$ cat config.mk
export PLATFORM = sky130hd
export DESIGN_NAME = speed_ctrl_fsm
export DESIGN_NICKNAME = d
export VERILOG_FILES = /design/src/rtl/speed_ctrl_pkg.sv /design/src/rtl/edge_sync.sv /design/src/rtl/speed_ctrl_fsm.sv
export SDC_FILE = /design/constraint.sdc
export NUM_CORES = 1
export LEC_CHECK = 0
export ABC_AREA = 1
export CORE_MARGIN = 1
export CORE_UTILIZATION = 30
export CTS_CLUSTER_DIAMETER = 60
export DETAILED_ROUTE_END_ITERATION = 10
export GPL_TIMING_DRIVEN = 1
export PLACE_DENSITY = 0.55
export SYNTH_ARGS = -nofsm -noshare
export SYNTH_HDL_FRONTEND = slang
export SYNTH_HIERARCHICAL = 1
export SYNTH_SLANG_ARGS = --single-unit
$ cat constraint.sdc
create_clock -name clk -period 1.8 [get_ports clk]
set_input_delay 0.54 -clock clk [delete_from_list [all_inputs] [get_ports clk]]
set_output_delay 0.54 -clock clk [all_outputs]
set_load 0.02 [all_outputs]
$ cat src/rtl/speed_ctrl_pkg.sv
// Shared constants for the speed-measurement controller: state codes,
// ms counter width and the clock-to-millisecond prescale helper.
package speed_ctrl_pkg;

  localparam int MS_CNT_W = 16;

  localparam logic [2:0] IDLE   = 3'd0;
  localparam logic [2:0] ARM    = 3'd1;
  localparam logic [2:0] COUNT  = 3'd2;
  localparam logic [2:0] CALC   = 3'd3;
  localparam logic [2:0] WAIT   = 3'd4;
  localparam logic [2:0] DECIDE = 3'd5;
  localparam logic [2:0] OPEN   = 3'd6;

  // Clocks per millisecond: MS_PRESCALE = SYS_FREQ/1000.
  function automatic int ms_prescale(input int sys_freq);
    return sys_freq / 1000;
  endfunction

endpackage

$ cat src/rtl/edge_sync.sv
// Two-flop synchronizer followed by a registered rising-edge detector.
// The rise pulse appears three clocks after the raw input goes high.
module edge_sync (
  input  logic clk,
  input  logic reset_n,
  input  logic din,
  output logic rise
);

  logic sync1;
  logic sync2;
  logic prev;

  always_ff @(posedge clk or negedge reset_n) begin
    if (!reset_n) begin
      sync1 <= 1'b0;
      sync2 <= 1'b0;
      prev  <= 1'b0;
      rise  <= 1'b0;
    end else begin
      sync1 <= din;
      sync2 <= sync1;
      prev  <= sync2;
      rise  <= sync2 & ~prev;
    end
  end

endmodule

$ cat src/rtl/speed_ctrl_fsm.sv
// Sequencing FSM for the speed datapath and barrier; all outputs registered.
// Optional saturating violation counter is built when VIOLATION_CNT_EN is defined.
module speed_ctrl_fsm
  import speed_ctrl_pkg::*;
#(
  parameter int WIDTH_SPEED = 14,
  parameter int SYS_FREQ    = 50000000,
  parameter int SPEED_LIMIT = 60,
  parameter int TIMEOUT_MS  = 5000,
  parameter int HOLD_MS     = 3000
) (
  input  logic                   clk,
  input  logic                   reset_n,
  input  logic                   sensor1,
  input  logic                   sensor2,
  input  logic [WIDTH_SPEED-1:0] speed,
  input  logic                   done,
  output logic                   init,
  output logic                   count,
  output logic                   cal,
  output logic                   up,
  output logic                   down,
  output logic                   en,
  output logic                   dis,
  output logic                   overspeed,
  output logic                   timeout,
  output logic                   busy,
  output logic [7:0]             violation_cnt
);

  localparam int MS_PRESCALE = ms_prescale(SYS_FREQ);
  localparam int PRE_W = (MS_PRESCALE > 1) ? $clog2(MS_PRESCALE) : 1;
  localparam logic [PRE_W-1:0] PRE_LAST = PRE_W'(MS_PRESCALE - 1);

  logic                   s1_rise;
  logic                   s2_rise;
  logic [2:0]             state_reg;
  logic [2:0]             state_next;
  logic [PRE_W-1:0]       pre_reg;
  logic [MS_CNT_W-1:0]    ms_reg;
  logic [WIDTH_SPEED-1:0] speed_reg;
  logic init_next, count_next, cal_next, up_next, down_next;
  logic en_next, dis_next, overspeed_next, timeout_next, busy_next;

  edge_sync u_sync_s1 (.clk(clk), .reset_n(reset_n), .din(sensor1), .rise(s1_rise));
  edge_sync u_sync_s2 (.clk(clk), .reset_n(reset_n), .din(sensor2), .rise(s2_rise));

  // Outputs are decoded from the transition and registered alongside the state.
  always_comb begin
    state_next     = state_reg;
    init_next      = 1'b0;
    cal_next       = 1'b0;
    up_next        = 1'b0;
    down_next      = 1'b0;
    en_next        = 1'b0;
    dis_next       = 1'b0;
    overspeed_next = 1'b0;
    timeout_next   = 1'b0;
    case (state_reg)
      IDLE: if (s1_rise) begin
        state_next = ARM;
        init_next  = 1'b1;
      end
      ARM: state_next = COUNT;
      COUNT: begin
        if (s2_rise) begin
          state_next = CALC;
          cal_next   = 1'b1;
        end else if (ms_reg == MS_CNT_W'(TIMEOUT_MS)) begin
          state_next   = IDLE;
          timeout_next = 1'b1;
          init_next    = 1'b1;
        end
      end
      CALC: state_next = WAIT;
      WAIT: if (done) state_next = DECIDE;
      DECIDE: begin
        if (speed_reg > WIDTH_SPEED'(SPEED_LIMIT)) begin
          state_next     = IDLE;
          overspeed_next = 1'b1;
          dis_next       = 1'b1;
        end else begin
          state_next = OPEN;
          en_next    = 1'b1;
          up_next    = 1'b1;
        end
      end
      OPEN: if (ms_reg == MS_CNT_W'(HOLD_MS)) begin
        state_next = IDLE;
        dis_next   = 1'b1;
        down_next  = 1'b1;
      end
      default: state_next = IDLE;
    endcase
    count_next = (state_next == COUNT);
    busy_next  = (state_next != IDLE);
  end

  always_ff @(posedge clk or negedge reset_n) begin
    if (!reset_n) begin
      state_reg <= IDLE;
      init      <= 1'b0;
      count     <= 1'b0;
      cal       <= 1'b0;
      up        <= 1'b0;
      down      <= 1'b0;
      en        <= 1'b0;
      dis       <= 1'b0;
      overspeed <= 1'b0;
      timeout   <= 1'b0;
      busy      <= 1'b0;
    end else begin
      state_reg <= state_next;
      init      <= init_next;
      count     <= count_next;
      cal       <= cal_next;
      up        <= up_next;
      down      <= down_next;
      en        <= en_next;
      dis       <= dis_next;
      overspeed <= overspeed_next;
      timeout   <= timeout_next;
      busy      <= busy_next;
    end
  end

  // Millisecond timebase restarts from zero on every state entry.
  always_ff @(posedge clk or negedge reset_n) begin
    if (!reset_n) begin
      pre_reg <= '0;
      ms_reg  <= '0;
    end else if (state_next != state_reg) begin
      pre_reg <= '0;
      ms_reg  <= '0;
    end else if (pre_reg == PRE_LAST) begin
      pre_reg <= '0;
      ms_reg  <= ms_reg + 1'b1;
    end else begin
      pre_reg <= pre_reg + 1'b1;
    end
  end

  always_ff @(posedge clk or negedge reset_n) begin
    if (!reset_n) begin
      speed_reg <= '0;
    end else if (state_reg == WAIT && done) begin
      speed_reg <= speed;
    end
  end

`ifdef VIOLATION_CNT_EN
  logic [7:0] viol_reg;

  always_ff @(posedge clk or negedge reset_n) begin
    if (!reset_n) begin
      viol_reg <= 8'd0;
    end else if (overspeed_next && viol_reg != 8'hFF) begin
      viol_reg <= viol_reg + 8'd1;
    end
  end

  assign violation_cnt = viol_reg;
`else
  assign violation_cnt = 8'd0;
`endif

endmodule

# Word-level counts from Yosys, hierarchy flattened
# Index checks and enable logic that the tools add are counted.
# classes
n_addsub	2
order_cmp	1
n_eq_ne	11
n_mux	25
bitwise	4
reduce_logical	4
# ops
cell	count
16-bit two-way mux	4
16-bit by 1-bit adder with 16-bit output (second input constant)	2
3-bit case mux with 7 select lines	1
3-bit two-way mux	6
16-bit by 12-bit == test with 1-bit output (second input constant)	1
16-bit by 13-bit == test with 1-bit output (second input constant)	1
16-bit == test (second input constant)	1
14-bit by 6-bit > comparator with 1-bit output (second input constant)	1
1-bit two-way mux	12
3-bit by 2-bit == test with 1-bit output (second input constant)	3
3-bit == test (second input constant)	3
1-bit case mux with 2 select lines	2
3-bit by 1-bit == test with 1-bit output (second input constant)	1
3-bit logical NOT	1
3-bit inequality test	1
3-bit nonzero test	1
1-bit bitwise AND	2
1-bit NOT	2
2-bit nonzero test	1
1-bit logical AND	1
# word_totals
ff_bits	66
wordCells	68

# Depth between registers and ports, before layout
# logic_depth
word_depth	6
depth_mapped	12
mapped_depth_nobuf	11

# Hierarchy
# The synthesis kept the hierarchy.
# modules_own_cells
module	instances	cells_each	area_each_um2	seq_area_each_um2
speed_ctrl_fsm	1	355	3119.2	1451.4
edge_sync	2	6	110.1	100.1

# Worst setup path after synthesis
# OpenSTA, ideal clock, no wires.
# synth_path
kind	reg2reg
from	register ms_reg[0]
to	register pre_reg[11]
setup_ns	0.120
arrival_ns	1.617
required_ns	1.680
path_slack_ns	0.063
stages_incl_launch_ff	13
path_cell_list	dfrtp_1 -> inv_1 -> ha_1 -> nand3_1 -> nor2_4 -> nand2_1 -> nand2_2 -> nand3_2 -> nor2_4 -> nand2_4 -> nand2_8 -> buf_12 -> nor2_2
# synth_between
elab_chain_len	6
# synth_rtl
element	line	source
start: declaration	speed_ctrl_fsm.sv:40	logic [MS_CNT_W-1:0] ms_reg;
start signal: assignment	speed_ctrl_fsm.sv:137	ms_reg <= ms_reg + 1'b1;
16-bit by 13-bit == test with 1-bit output	speed_ctrl_fsm.sv:69	end else if (ms_reg == MS_CNT_W'(TIMEOUT_MS)) begin
3-bit two-way mux	speed_ctrl_fsm.sv:69	
3-bit two-way mux	speed_ctrl_fsm.sv:66	if (s2_rise) begin
3-bit case mux with 7 select lines *	speed_ctrl_fsm.sv:59	case (state_reg)
3-bit inequality test *	speed_ctrl_fsm.sv:132	end else if (state_next != state_reg) begin
16-bit two-way mux *	speed_ctrl_fsm.sv:132	
end signal: assignment	speed_ctrl_fsm.sv:139	pre_reg <= pre_reg + 1'b1;
end: declaration	speed_ctrl_fsm.sv:39	logic [PRE_W-1:0] pre_reg;
# Every way passes the cells marked *; elsewhere a longest branch is shown, timed or not.
# A chain may end at the register's enable or synchronous reset.

# Worst setup path in the final report
# layout_path
from	register ms_reg[0]
to	register ms_reg[14]
# layout_between
elab_chain_len	6
# layout_rtl
element	line
16-bit by 13-bit == test with 1-bit output	speed_ctrl_fsm.sv:69
3-bit two-way mux	speed_ctrl_fsm.sv:69
3-bit two-way mux	speed_ctrl_fsm.sv:66
3-bit case mux with 7 select lines	speed_ctrl_fsm.sv:59
3-bit inequality test	speed_ctrl_fsm.sv:132
16-bit two-way mux or 2-bit nonzero test (tied branches)	-
# Parallel ways exist; a longest one is shown, timed or not. The select of a mux whose other input is x is not followed.

==> results.py <==
metrics = {
    "route": {
        "ant_nets": 0,
        "finalWirelength_microns": 6780,
        "route.detailed.drc": 0,
        "vias": 2549,
        "vias_per_cell": 4.46,
        "drt_iter0_markers": 92,
        "avgRoutedWirePerCell_microns": 11.8,
        "dr.pass1.iters": 4,
    },
    "worst_setup_path": {
        "cp_data_required_time_ns": 2.03,
        "cp-end-kind": "register",
        "slowest_stage": "dfrtp_1",
        "path_cells": "inv_2, ha_4, nand3_4, nor2_4, nand2_2, nand2_2, nand3_2, nor2_4, nand2_4, buf_12, nand4_1, nand2_1",
        "cp.arrival_ns": 1.98,
        "critical_path_class": "reg -> reg",
        "r2r_setup_slack_ns": 0.05,
        "critPathMaxStageDelay_ns": 0.39,
        "cp-start-kind": "register",
        "crit_fanout": 8,
    },
    "power_and_ir_drop": {
        "power.density_nw_per_um2": 1150,
        "ir_drop_v": 0.000517,
        "p_leak_nw": 1.91,
    },
    "yosys": {
        "synth-simple-area-share_pct": 29.4,
        "synth_area_per_cell_sq_um": 9.10,
        "yosys.area.top_type": "dfrtp_1",
        "synth_top_area_share_pct": 49.5,
        "synth_top_family_by_area": "simple AND/OR/NAND/NOR gates",
        "ys_ff_latch": 66,
        "synth_seq_area_share_pct": 49.5,
        "synthCells": 367,
        "async_reset_ff_share_pct": 100,
        "syn_area_sq_um": 3340,
        "synth_xor_area_share_pct": 4.46,
        "synth_edf_count": 0,
        "ys_types": 34,
        "synth_ff_type": "dfrtp_1",
        "ys_warn_count": 6,
        "synth_compound_area_share_pct": 2.10,
        "yosys-top-cells-area": "dfrtp_1, nand2_1, nor2_1",
        "yosys-top-cells-count": "dfrtp_1, nand2_1, nor2_1",
        "muxShareOfSynthArea_pct": 4.72,
        "yosys.area_share.adder_pct": 1.12,
        "synth.most_common_cell": "dfrtp_1",
    },
    "clock_network": {
        "path_clk_slew_ns": 0.08,
        "cts_buffer_depth": 2,
        "htreeDepth": 3,
        "clock_latency_ns": 0.34,
        "cts_tree": "done",
        "clockRootBuffer": "clkbuf_8",
        "cts-buffers-inserted": 9,
        "clock-sinks": 66,
        "hold_buffers": 0,
    },
    "layout": {
        "antenna_cells": 0,
        "instances_no_fill": 572,
        "drive_above_1_share_pct": 26.4,
        "fin_area_sq_um": 4240,
        "fin_nets": 449,
        "final_core_util_pct": 39.1,
        "n_fill_cell": 1069,
        "areaGrowthSynthToFinish_pct": 26.9,
    },
    "timing": {
        "skew_ns": 0.00898,
        "rsz0062_at_grt": "yes",
        "final_hold_viol_count": 0,
        "setup_tns_ns": 0,
        "max_freq_mhz": 573,
        "fin_crit_ns": 1.75,
        "fin_crit_sh_pct": 97.0,
        "finalMaxSlewViolations": 0,
        "finalSetupViolCount": 0,
    },
    "placement": {
        "dp_cells": 551,
        "port_buffers": 28,
        "post-dp-hpwl_microns": 4690,
        "placed_area_sq_um": 3910,
        "gp_congestion": 0.832,
    },
    "floorplanning": {
        "core_area_sq_um": 10800,
        "die_w_microns": 108,
        "io_pins": 37,
        "die-area_sq_um": 11600,
        "start_util_pct": 30.8,
        "die_h_microns": 108,
        "rows": 38,
    },
    "flow_run": {
        "drv_cap": 0,
    },
    "run_status": {
        "outcome": "finished, final reports clean",
    },
    "global_route": {
        "antenna_found_initial": 0,
        "grt_pass1_wl_microns": 11400,
        "grt_usage_pct": 12.5,
        "grt_pass1_vias": 2547,
        "grt_remaining_overflow": 0,
        "grt_max_degree": 29,
    },
    "min_path": {
        "hold_class": "in -> async",
    },
}
## per-layer routing
layer	up-vias	share of wire [%]	track usage, %
met3	9	2.7	2.36
met4	0	1.7	5.58
met2	37	48	20.9
met1	1210	47	15.7
met5	-	0	0
li1	1293	-	-
## cells by family after synthesis
logic type | after synthesis
fa+ha+maj | 3
simple gates | 198
compound gates | 12
other cells | 1
flops | 66
buf+inv | 56
xor+xnor | 17
mux | 14
## layout make-up
type | count | area, sq um | share of cell area (%)
tap | 140 | 175 | 4.13
timing repair buffer | 56 | 514 | 12.1
multi-input combinational | 253 | 1510 | 35.7
sequential | 66 | 1650 | 39.0
inverter | 41 | 159 | 3.75
clock buffer | 9 | 124 | 2.92
clock inverter | 7 | 100 | 2.36
## cells in the final DEF, fill, tap and decap left out, drive strengths merged, types with 4 or more instances in the layout
cell type / instances
xor2: 17
o21ai: 7
dlygate4sd2: 10
conb: 8
dfrtp: 66
nand4: 17
clkdlybuf4s50: 17
clkinv: 4
inv: 42
buf: 29
nor3: 18
nor2: 68
nand2: 59
clkbuf: 9
nand3: 27
mux2: 14
## final timing paths
| check | start | endpoint | depth (start not counted) |
|---|---|---|---|
| setup / recovery | ms_reg[0] | ms_reg[14] | 12 |
| max in group asynchronous | reset_n | ms_reg[4] | 2 |
| setup reg to reg | ms_reg[0] | ms_reg[14] | 12 |
| hold reg to reg | u_sync_s1/sync1 | u_sync_s1/sync2 | 0 |
| min in group clk | u_sync_s1/sync1 | u_sync_s1/sync2 | 0 |
| hold / removal | reset_n | u_sync_s1/sync2 | 1 |
## power by group
part | total (mW) | switching [mW] | internal, mW | leakage (nW)
Sequential | 1.89 | 0.149 | 1.74 | 0.865
Clock | 1.39 | 0.600 | 0.791 | 0.114
Combinational | 1.59 | 0.959 | 0.629 | 0.932
## critical path, delay by kind of cell (launching register included)
kind,cells,cell delay (ns)
adder cells (fa/ha/maj),1,0.13
flip-flops,1,0.39
AND/OR/NAND/NOR,9,0.86
buffers and inverters,2,0.24
## metrics by stage
step                total power [mW]  hold WS [ns]  setup WS (ns)
CTS                             4.79         0.124         0.0150
finish                          4.87         0.126         0.0542
detailed placement              3.40         0.338        -0.0718
global placement                3.37         0.335        -0.0601
floorplan                       3.07         0.244         0.0628
global route                    5.18         0.146        -0.0751
## repair_timing
item | 4_1_cts | 5_1_grt
resized for setup | 11 | 21
endpoints found under the setup margin | 28 | 32
pin swaps | 2 | 10
buffers inserted | 0 | 4
cloned | 0 | 1
No activity file was read; power rests on OpenSTA's default activity.
